File: config.mk
export PLATFORM = sky130hd
export DESIGN_NAME = mtimer
export DESIGN_NICKNAME = d
export VERILOG_FILES = /design/src/rtl/mtimer_pkg.sv /design/src/rtl/mtimer_tick_gen.sv /design/src/rtl/mtimer.sv
export SDC_FILE = /design/constraint.sdc
export NUM_CORES = 1
export LEC_CHECK = 0
export BUFFER_PORTS_ARGS = -buffer_cell sky130_fd_sc_hd__buf_2
export CAP_MARGIN = 5
export CORE_ASPECT_RATIO = 0.6
export CORE_MARGIN = 3
export CORE_UTILIZATION = 38
export CTS_BUF_LIST = sky130_fd_sc_hd__clkbuf_8
export CTS_CLUSTER_SIZE = 28
export DETAILED_ROUTE_END_ITERATION = 12
export HOLD_SLACK_MARGIN = 0.1
export PLACE_DENSITY = 0.63
export SLEW_MARGIN = 20
export SYNTH_ARGS = -nofsm -noshare
export SYNTH_HDL_FRONTEND = slang
export SYNTH_SLANG_ARGS = --single-unit
export TNS_END_PERCENT = 5
File: constraint.sdc
create_clock -name clk -period 5.45 [get_ports clk]
set_input_delay 1.09 -clock clk [delete_from_list [all_inputs] [get_ports clk]]
set_output_delay 1.09 -clock clk [all_outputs]
set_load 0.05 [all_outputs]
File: src/rtl/mtimer_pkg.sv
// Shared register map, reset values and byte-merge helper for the machine timer.
package mtimer_pkg;

    localparam logic [4:0]  MTIME_LO_OFS    = 5'h00;
    localparam logic [4:0]  MTIME_HI_OFS    = 5'h04;
    localparam logic [4:0]  MTIMECMP_LO_OFS = 5'h08;
    localparam logic [4:0]  MTIMECMP_HI_OFS = 5'h0C;
    localparam logic [4:0]  CTRL_OFS        = 5'h10;
    localparam logic [4:0]  PRESCALE_OFS    = 5'h14;

    localparam int          CTRL_EN_BIT     = 0;
    localparam logic [63:0] MTIMECMP_RST    = 64'hFFFF_FFFF_FFFF_FFFF;

    // Replace each byte of old_v with the matching byte of new_v where its enable is set.
    function automatic logic [31:0] be_merge(input logic [31:0] old_v,
                                             input logic [31:0] new_v,
                                             input logic [3:0]  be);
        logic [31:0] res;
        res = old_v;
        for (int b = 0; b < 4; b++) begin
            if (be[b]) begin
                res[b*8 +: 8] = new_v[b*8 +: 8];
            end else begin
                res[b*8 +: 8] = old_v[b*8 +: 8];
            end
        end
        return res;
    endfunction

endpackage

File: src/rtl/mtimer_tick_gen.sv
// Prescale counter for the machine timer: counts 0..prescale while enabled and
// pulses tick on the wrap cycle, so prescale=0 ticks every enabled cycle.
module mtimer_tick_gen #(
    parameter int PRESCALE_W = 16
) (
    input  logic                  clk,
    input  logic                  rst,
    input  logic                  en,
    input  logic                  clr,
    input  logic [PRESCALE_W-1:0] prescale,
    output logic                  tick
);

    logic [PRESCALE_W-1:0] cnt_r;
    logic                  wrap_s;

    // >= rather than == keeps the counter bounded even if it ever overshoots prescale.
    assign wrap_s = (cnt_r >= prescale);
    assign tick   = en & wrap_s;

    // Prescale counter: cleared by reset or a prescale write, frozen while disabled.
    always_ff @(posedge clk) begin
        if (rst) begin
            cnt_r <= {PRESCALE_W{1'b0}};
        end else if (clr) begin
            cnt_r <= {PRESCALE_W{1'b0}};
        end else if (en) begin
            if (wrap_s) begin
                cnt_r <= {PRESCALE_W{1'b0}};
            end else begin
                cnt_r <= cnt_r + {{(PRESCALE_W-1){1'b0}}, 1'b1};
            end
        end else begin
            cnt_r <= cnt_r;
        end
    end

endmodule

File: src/rtl/mtimer.sv
// RISC-V machine timer (mtime/mtimecmp) on a zero-wait OBI slave port, driving a level irq.
// Optional MTIMER_SNAPSHOT_EN: MTIME_LO reads latch mtime[63:32] so MTIME_HI reads are tear-free.
module mtimer
    import mtimer_pkg::*;
#(
    parameter int PRESCALE_W = 16,
    parameter int ADDR_W     = 5
) (
    input  logic              clk,
    input  logic              rst,
    input  logic              req,
    input  logic              we,
    input  logic [3:0]        be,
    input  logic [ADDR_W-1:0] addr,
    input  logic [31:0]       wdata,
    output logic              gnt,
    output logic              rvalid,
    output logic [31:0]       rdata,
    output logic              irq_timer
);

    localparam logic [ADDR_W-1:0] OFS_MASK = ~ADDR_W'(32'd3);

    logic [63:0]           mtime_r;
    logic [63:0]           mtimecmp_r;
    logic                  en_r;
    logic [PRESCALE_W-1:0] prescale_r;
    logic                  rvalid_r;
    logic [31:0]           rdata_r;
    logic                  irq_r;
`ifdef MTIMER_SNAPSHOT_EN
    logic [31:0]           shadow_r;
`endif

    logic [ADDR_W-1:0]     ofs_s;
    logic                  wr_s;
    logic                  rd_s;
    logic                  tick_s;
    logic                  prescale_wr_s;
    logic [31:0]           rd_data_s;
    logic [63:0]           mtime_inc_s;
    logic [63:0]           mtime_nxt_s;
    logic [63:0]           mtimecmp_nxt_s;
    logic                  en_nxt_s;
    logic [PRESCALE_W-1:0] prescale_nxt_s;

    assign gnt       = req;
    assign rvalid    = rvalid_r;
    assign rdata     = rdata_r;
    assign irq_timer = irq_r;

    assign ofs_s       = addr & OFS_MASK;
    assign wr_s        = req & we;
    assign rd_s        = req & ~we;
    assign mtime_inc_s = tick_s ? (mtime_r + 64'd1) : mtime_r;

    mtimer_tick_gen #(
        .PRESCALE_W (PRESCALE_W)
    ) u_tick_gen (
        .clk      (clk),
        .rst      (rst),
        .en       (en_r),
        .clr      (prescale_wr_s),
        .prescale (prescale_r),
        .tick     (tick_s)
    );

    // Read mux over the current (pre-update) register values.
    always_comb begin
        rd_data_s = 32'h0000_0000;
        case (ofs_s)
            ADDR_W'(MTIME_LO_OFS):    rd_data_s = mtime_r[31:0];
`ifdef MTIMER_SNAPSHOT_EN
            ADDR_W'(MTIME_HI_OFS):    rd_data_s = shadow_r;
`else
            ADDR_W'(MTIME_HI_OFS):    rd_data_s = mtime_r[63:32];
`endif
            ADDR_W'(MTIMECMP_LO_OFS): rd_data_s = mtimecmp_r[31:0];
            ADDR_W'(MTIMECMP_HI_OFS): rd_data_s = mtimecmp_r[63:32];
            ADDR_W'(CTRL_OFS):        rd_data_s[CTRL_EN_BIT] = en_r;
            ADDR_W'(PRESCALE_OFS):    rd_data_s = 32'(prescale_r);
            default:                  rd_data_s = 32'h0000_0000;
        endcase
    end

    // Next-state for writable registers; a write racing a tick merges bytes over mtime+1.
    always_comb begin
        mtime_nxt_s    = mtime_inc_s;
        mtimecmp_nxt_s = mtimecmp_r;
        en_nxt_s       = en_r;
        prescale_nxt_s = prescale_r;
        prescale_wr_s  = 1'b0;
        if (wr_s) begin
            case (ofs_s)
                ADDR_W'(MTIME_LO_OFS):
                    mtime_nxt_s[31:0] = be_merge(mtime_inc_s[31:0], wdata, be);
                ADDR_W'(MTIME_HI_OFS):
                    mtime_nxt_s[63:32] = be_merge(mtime_inc_s[63:32], wdata, be);
                ADDR_W'(MTIMECMP_LO_OFS):
                    mtimecmp_nxt_s[31:0] = be_merge(mtimecmp_r[31:0], wdata, be);
                ADDR_W'(MTIMECMP_HI_OFS):
                    mtimecmp_nxt_s[63:32] = be_merge(mtimecmp_r[63:32], wdata, be);
                ADDR_W'(CTRL_OFS): begin
                    if (be[0]) begin
                        en_nxt_s = wdata[CTRL_EN_BIT];
                    end else begin
                        en_nxt_s = en_r;
                    end
                end
                ADDR_W'(PRESCALE_OFS): begin
                    prescale_wr_s = 1'b1;
                    for (int i = 0; i < PRESCALE_W; i++) begin
                        if (be[i >> 3]) begin
                            prescale_nxt_s[i] = wdata[i];
                        end else begin
                            prescale_nxt_s[i] = prescale_r[i];
                        end
                    end
                end
                default: begin
                    mtime_nxt_s = mtime_inc_s;
                end
            endcase
        end else begin
            mtime_nxt_s = mtime_inc_s;
        end
    end

    // Register state, bus response and the level interrupt.
    always_ff @(posedge clk) begin
        if (rst) begin
            mtime_r    <= 64'h0000_0000_0000_0000;
            mtimecmp_r <= MTIMECMP_RST;
            en_r       <= 1'b0;
            prescale_r <= {PRESCALE_W{1'b0}};
            rvalid_r   <= 1'b0;
            rdata_r    <= 32'h0000_0000;
            irq_r      <= 1'b0;
        end else begin
            mtime_r    <= mtime_nxt_s;
            mtimecmp_r <= mtimecmp_nxt_s;
            en_r       <= en_nxt_s;
            prescale_r <= prescale_nxt_s;
            rvalid_r   <= req;
            if (rd_s) begin
                rdata_r <= rd_data_s;
            end else if (req) begin
                rdata_r <= 32'h0000_0000;
            end else begin
                rdata_r <= rdata_r;
            end
            irq_r <= en_r & (mtime_r >= mtimecmp_r);
        end
    end

`ifdef MTIMER_SNAPSHOT_EN
    // Shadow of mtime[63:32]: captured on MTIME_LO reads, also follows MTIME_HI writes.
    always_ff @(posedge clk) begin
        if (rst) begin
            shadow_r <= 32'h0000_0000;
        end else if (rd_s && (ofs_s == ADDR_W'(MTIME_LO_OFS))) begin
            shadow_r <= mtime_r[63:32];
        end else if (wr_s && (ofs_s == ADDR_W'(MTIME_HI_OFS))) begin
            shadow_r <= mtime_nxt_s[63:32];
        end else begin
            shadow_r <= shadow_r;
        end
    end
`endif

endmodule

Word level (Yosys, flattened, before mapping)
Cells that the tools add are included.
- $lt $le $gt $ge: 2
- reductions and logical operators: 14
- muxes and demuxes: 19
- eq/ne operators: 5
- $add $sub $neg: 2
- bitwise gates (word level): 5
- operators by type and width (operator ; count):
    $pmux W31 S5 ; 1
    $mux W32 ; 4
    $mux W64 ; 2
    $add A64 B1 Y64 const B ; 1
    $ge A64 B64 Y1 ; 1
    $mux W8 ; 8
    $reduce_and A3 Y1 ; 11
    $add A16 B1 Y16 const B ; 1
    $ge A16 B16 Y1 ; 1
    $mux W16 ; 1
    $eq A3 B2 Y1 const B ; 2
    $eq A3 B3 Y1 const B ; 2
    $pmux W1 S6 ; 1
    $logic_not A5 Y1 ; 1
    $and A1 B1 Y1 ; 4
    $eq A3 B1 Y1 const B ; 1
    $mux W1 ; 2
    $reduce_bool A2 Y1 ; 1
    $reduce_or A2 Y1 ; 1
    $not A1 Y1 ; 1
- input bits: 45
- flip-flop bits (word level): 195

Longest topological paths before layout
- word-level depth: 6
- gate-level depth with buffers: 11

Modules after synthesis
From an unflattened synthesis, not the netlist that was laid out.
- cell total of the unflattened synthesis: 1348
- area, all modules: 10949.3 um2
- by module, submodules not included (module ; area an instance (um2) ; cells an instance ; times used):
    mtimer ; 9814.4 ; 1208 ; 1
    mtimer_tick_gen ; 1134.8 ; 140 ; 1

Worst setup path before layout
No wires, ideal clock.
- kind: input to register
- start point: in addr[2]
- end point: reg mtimecmp_r[29]
- arrival: 2.655 ns
- required time: 5.330 ns
- cell stages on the path: 7
- slack: 2.675 ns
- buffers on the path: 2
- path through: buf_2 > nor2_1 > nand2_1 > nor2_1 > clkbuf_1 > nor2_1 > a211o_1
- word-level cells in the longest chain between the ends: 2
- RTL lines (element ; RTL line ; RTL):
    start: declaration ; mtimer.sv:14 ; input logic [ADDR_W-1:0] addr,
    $eq A3 B2 Y1 ; mtimer.sv:94 ; case (ofs_s)
    $reduce_and A3 Y1 (no line) ; - ;
    end signal: assignment ; mtimer.sv:141 ; mtimecmp_r <= mtimecmp_nxt_s;
    end: declaration ; mtimer.sv:25 ; logic [63:0] mtimecmp_r;
Every way passes these cells.
A chain may end at the register's enable or synchronous reset.

Final worst setup path
- start point: reg prescale_r[15]
- end point: reg mtime_r[46]
- word-level cells in the longest chain between the ends: 6
- RTL lines (element ; RTL line ; RTL):
    start: declaration ; mtimer.sv:27 ; logic [PRESCALE_W-1:0] prescale_r;
    start signal: assignment ; mtimer.sv:135 ; prescale_r <= {PRESCALE_W{1'b0}};
    start signal: assignment ; mtimer.sv:143 ; prescale_r <= prescale_nxt_s;
    $ge A16 B16 Y1 * ; mtimer_tick_gen.sv:18 ; assign wrap_s = (cnt_r >= prescale);
    $and A1 B1 Y1 * ; mtimer_tick_gen.sv:19 ; assign tick = en & wrap_s;
    $mux W64 * ; mtimer.sv:55 ; assign mtime_inc_s = tick_s ? (mtime_r + 64'd1) : mtime_r;
    $mux W8 ; mtimer_pkg.sv:21 ; if (be[b]) begin
    $mux W32 ; mtimer.sv:94 ;
    $mux W64 * ; mtimer.sv:93 ; if (wr_s) begin
    end signal: assignment ; mtimer.sv:140 ; mtime_r <= mtime_nxt_s;
    end: declaration ; mtimer.sv:24 ; logic [63:0] mtime_r;
Every way passes the cells marked *; elsewhere a longest branch is shown, timed or not.

==> impl_summary.txt <==
----------------------------------------------------
[STA]
  Worst max-slew margin expressed relative to the limit ... roughly 28%
  Final worst clock skew ... between 0.02 and 0.025 ns
  Actual slew at the worst max-slew pin ... around 1.1 ns
  Count of final hold-check violations ... 0
  Final critical delay including setup and external delays ... approximately 3.6 ns
  Hold WS ... roughly 0.48 ns
  Achievable clock frequency ... between 200 and 300 MHz
  Total setup violations reported at the end of the flow ... 0
  Setup repair after global routing missed its margin ... false
  Final critical-path share of the clock period ... 66.0%
  Final Max Slew Viols ... 0
  Final WS setup ... around 1.9 ns
  Setup_tns ... 0 ns

[Synth]
  Ys Warns ... 0
  Synth cell types ... 70
  Sequential area share after synthesis ... approximately a third
  Netlist Area Pre-Place ... approximately 11,000 um^2
  Fraction of synthesis flops using an asynchronous set or reset pin ... 0%
  Register bit count reported by yosys ... around 200
  Mean instance size in the synthesized netlist ... 8.16 um^2
  Gate Count Post-Synth ... about 1,400
  Number of synthesized flops with an enable pin ... 0
  Commonest register cell after synthesis ... dfxtp_1
  Synth Net Count ... approximately 1,500

[Global routing]
  Global-route wire length before repair ... about 58,000 um
  Overall Global Routing Usage ... a little under a quarter
  Via count of the first global-routing pass ... about 9,500
  Total congestion overflow ... 0
  Antenna violations before repair ... 1
  Largest net degree at the start of global routing ... 52

[Clock tree]
  Clock transition at the register clock pins on the worst setup and hold paths after CTS ... ~0.10 ns
  Maximum root-to-sink buffer count ... 2
  Root Buffer ... clkbuf_8
  Depth of the CTS H-tree ... 4
  Buffers inserted during post-CTS setup optimization ... 0
  Number of hold buffers added after CTS ... 0
  CTS Sinks ... around 200
  Number of gates given a new drive strength after cts ... 0
  CTS tree ... done
  Clk Latency, worst-skew pair ... ~0.51 ns
  Total clock buffers created by CTS ... 17

[Setup path]
  Data arrival time of the worst path ... 3.99 ns
  Critical-path cell list ... inv_1, ha_1, nand4_1, nor2_1, o2111ai_1, a2bb2oi_4, buf_4, a2111oi_0, xnor2_1, o21ai_0
  Delay contributed by the slowest stage of the critical path ... 0.86 ns
  Launching element type of the critical path ... flop
  Start-to-end type of the worst setup path ... flop to flop
  Largest fanout on the critical path ... between 40 and 50
  Kind of end point of the critical path ... flop
  Slowest cell on the critical path ... a2111oi_0
  Required time at the endpoint of the critical path ... between 5 and 6 ns

[Die]
  Die height ... between 100 and 150 um
  I/O pin total ... 80
  Placeable core area ... slightly below 30,000 um^2
  Width of the die ... between 200 and 250 um
  Site row count ... 48
  Die area ... around 32,000 um^2
  Starting density of the core ... 39.1%

[Final layout]
  Layout overhead on the synthesized area ... 10.4%
  FILL cells ... roughly 3,000
  Area taken by multi-input logic gates ... 6880 um^2
  Storage element area ... slightly below 4000 um^2
  Ratio of cells with drive above 1 in the final layout ... approximately 11%
  Finished Core Util ... between 40 and 50%
  Ant. Diodes ... 0
  Final design area excluding fillers ... 12,600 um^2
  Filler-free cell count of the finished design ... about 1,800
  Layout net count ... between 1,500 and 2,000

[Status]
  Status ... complete, no violations

[Power and ir drop]
  Largest voltage drop on the vdd net ... ~0.12 mV
  Clock share of power ... a little under two fifths
  Cell area power density ... ~220 nW/um^2
  Net switching share of the total power ... around 28%
  Internal power contribution ... between 2 and 2.5 mW
  Leak Pwr ... ~5.1 nW
  Total power after layout ... between 2 and 3 mW
  Part of the total power dissipated in combinational logic ... 9.6%
  Share of power burned in registers ... approximately 53%
  Net Switching ... 0.766 mW

[Drt]
  Number of vias per cell after detailed routing ... ~5.8
  Post-route ant nets ... 0
  Total number of vias ... between 10,000 and 15,000
  Number of iterations in the first detailed-routing pass ... 6
  Final routed wirelength across all metal layers ... 37,800 um
  First-iteration detailed-routing DRC count ... ~1,200
  Number of remaining DRC errors ... 0
  Average detailed-routed wire length per instance ... ~21 um

[Placed design]
  Placer Congestion ... ~0.95
  Cell area reported after detailed placement ... 12,100 um^2
  Input/output buffers ... 77
  Placed cell count ... roughly 1,800
  Post-Place Worst Slack ... 1.75 ns
  HPWL reported at the end of detailed placement ... roughly 28,000 um

[Run]
  Max-cap violations ... 0

[Worst hold path]
  Hold Path Class ... flop to flop

----------------------------------------------------
[final timing paths]
kind	cells past startpoint	from	slack (ns)	to
worst min register to register	2	prescale_r[8]	0.48	prescale_r[8]
worst min-delay path	2	prescale_r[8]	0.48	prescale_r[8]
worst max register to register	10	prescale_r[15]	1.85	mtime_r[46]
worst max-delay path	10	prescale_r[15]	1.85	mtime_r[46]
[layout by cell type, fill, tap and decap left out, types with 6 or more instances in the layout]
| cell type | count |
|---|---|
| a2111oi_0 | 10 |
| a2111oi_1 | 6 |
| a2111oi_2 | 7 |
| a211o_1 | 65 |
| a211oi_1 | 36 |
| a21o_1 | 15 |
| a21oi_1 | 116 |
| a22o_1 | 9 |
| a22oi_1 | 52 |
| and3_1 | 12 |
| and4_1 | 6 |
| buf_2 | 76 |
| buf_4 | 15 |
| clkbuf_8 | 21 |
| dfxtp_1 | 195 |
| ha_1 | 82 |
| inv_1 | 92 |
| mux2i_1 | 21 |
| nand2_1 | 114 |
| nand3_1 | 53 |
| nand4_1 | 28 |
| nor2_1 | 169 |
| nor2_2 | 6 |
| nor2b_1 | 6 |
| nor3_1 | 18 |
| o21ai_0 | 52 |
| o22ai_1 | 10 |
| or3_1 | 7 |
| xnor2_1 | 56 |
| xor2_1 | 16 |
[kinds of logic (layout without fill, tap and decap cells)]
kind of cell | count (synthesis) | in the layout | share of synthesized area [%]
AND/OR/NAND/NOR | 449 | 449 | 18.5
flip-flops | 195 | 195 | 34.3
adder cells (fa/ha/maj) | 82 | 82 | 9.02
XOR/XNOR | 72 | 72 | 5.55
buffers and inverters | 166 | 216 | 5.64
multiplexers | 22 | 22 | 2.05
AO/OA/AOI/OAI | 407 | 407 | 24.9
[routing by layer]
| layer | track usage [%] | up-vias | share of wire (%) |
|---|---|---|---|
| li1 | - | 5104 | - |
| met3 | 9.09 | 29 | 12 |
| met1 | 36.1 | 5033 | 50 |
| met2 | 30.3 | 484 | 37 |
| met5 | 0 | - | 0.045 |
| met4 | 3.53 | 2 | 0.92 |
[power groups by stage]
stage,sequential [mW],combinational (mW),clock [mW]
after global placement,1.50,0.258,0
after floorplan,1.52,0.144,0
after CTS,1.47,0.263,1.06
after detailed placement,1.51,0.262,0
after global routing,1.48,0.290,1.12
final,1.47,0.267,1.04
[sequential cells by signal, summed over array words and instances (netlist names)]
name,count
mtime_r,64
mtimecmp_r,64
rdata,32
prescale_r,16
u_tick_gen.cnt_r,16
en_r,1
irq_timer,1
rvalid,1
[worst max-delay path: cells and delay by family (launching register included)]
kind | cells | cell delay, ns
compound gates | 4 | 1.51
xor+xnor | 1 | 0.20
fa+ha+maj | 1 | 0.33
buf+inv | 2 | 0.45
flops | 1 | 0.39
simple gates | 2 | 0.57
[cell usage after synthesis, types with 9 or more instances]
cell / n / area share [%]
a22o_1: 9 / 0.69
clkbuf_1: 60 / 2.0
mux2i_1: 21 / 1.8
o22ai_1: 10 / 0.55
a22oi_1: 52 / 3.4
a2111oi_0: 10 / 0.77
o21ai_0: 52 / 2.3
nand4_1: 28 / 1.5
a21oi_1: 116 / 5.1
xor2_1: 16 / 1.2
inv_1: 91 / 3.0
a211oi_1: 37 / 2.4
xnor2_1: 56 / 4.3
dfxtp_1: 195 / 34
nor2_1: 175 / 5.8
a21o_1: 15 / 0.99
a211o_1: 65 / 5.0
nand3_1: 53 / 2.3
and3_1: 12 / 0.66
nand2_1: 114 / 3.8
ha_1: 82 / 9.0
nor3_1: 19 / 0.84
[area by class of cell]
class / count / share of cell area, %
Clock buffer: 21 / 2.30
Inverter: 94 / 2.81
Tap cell: 400 / 3.99
Timing Repair Buffer: 91 / 3.93
Sequential cell: 195 / 31.1
Clock inverter: 10 / 1.05
Multi-Input combinational cell: 1032 / 54.8
No activity file was read; power rests on OpenSTA's default activity.
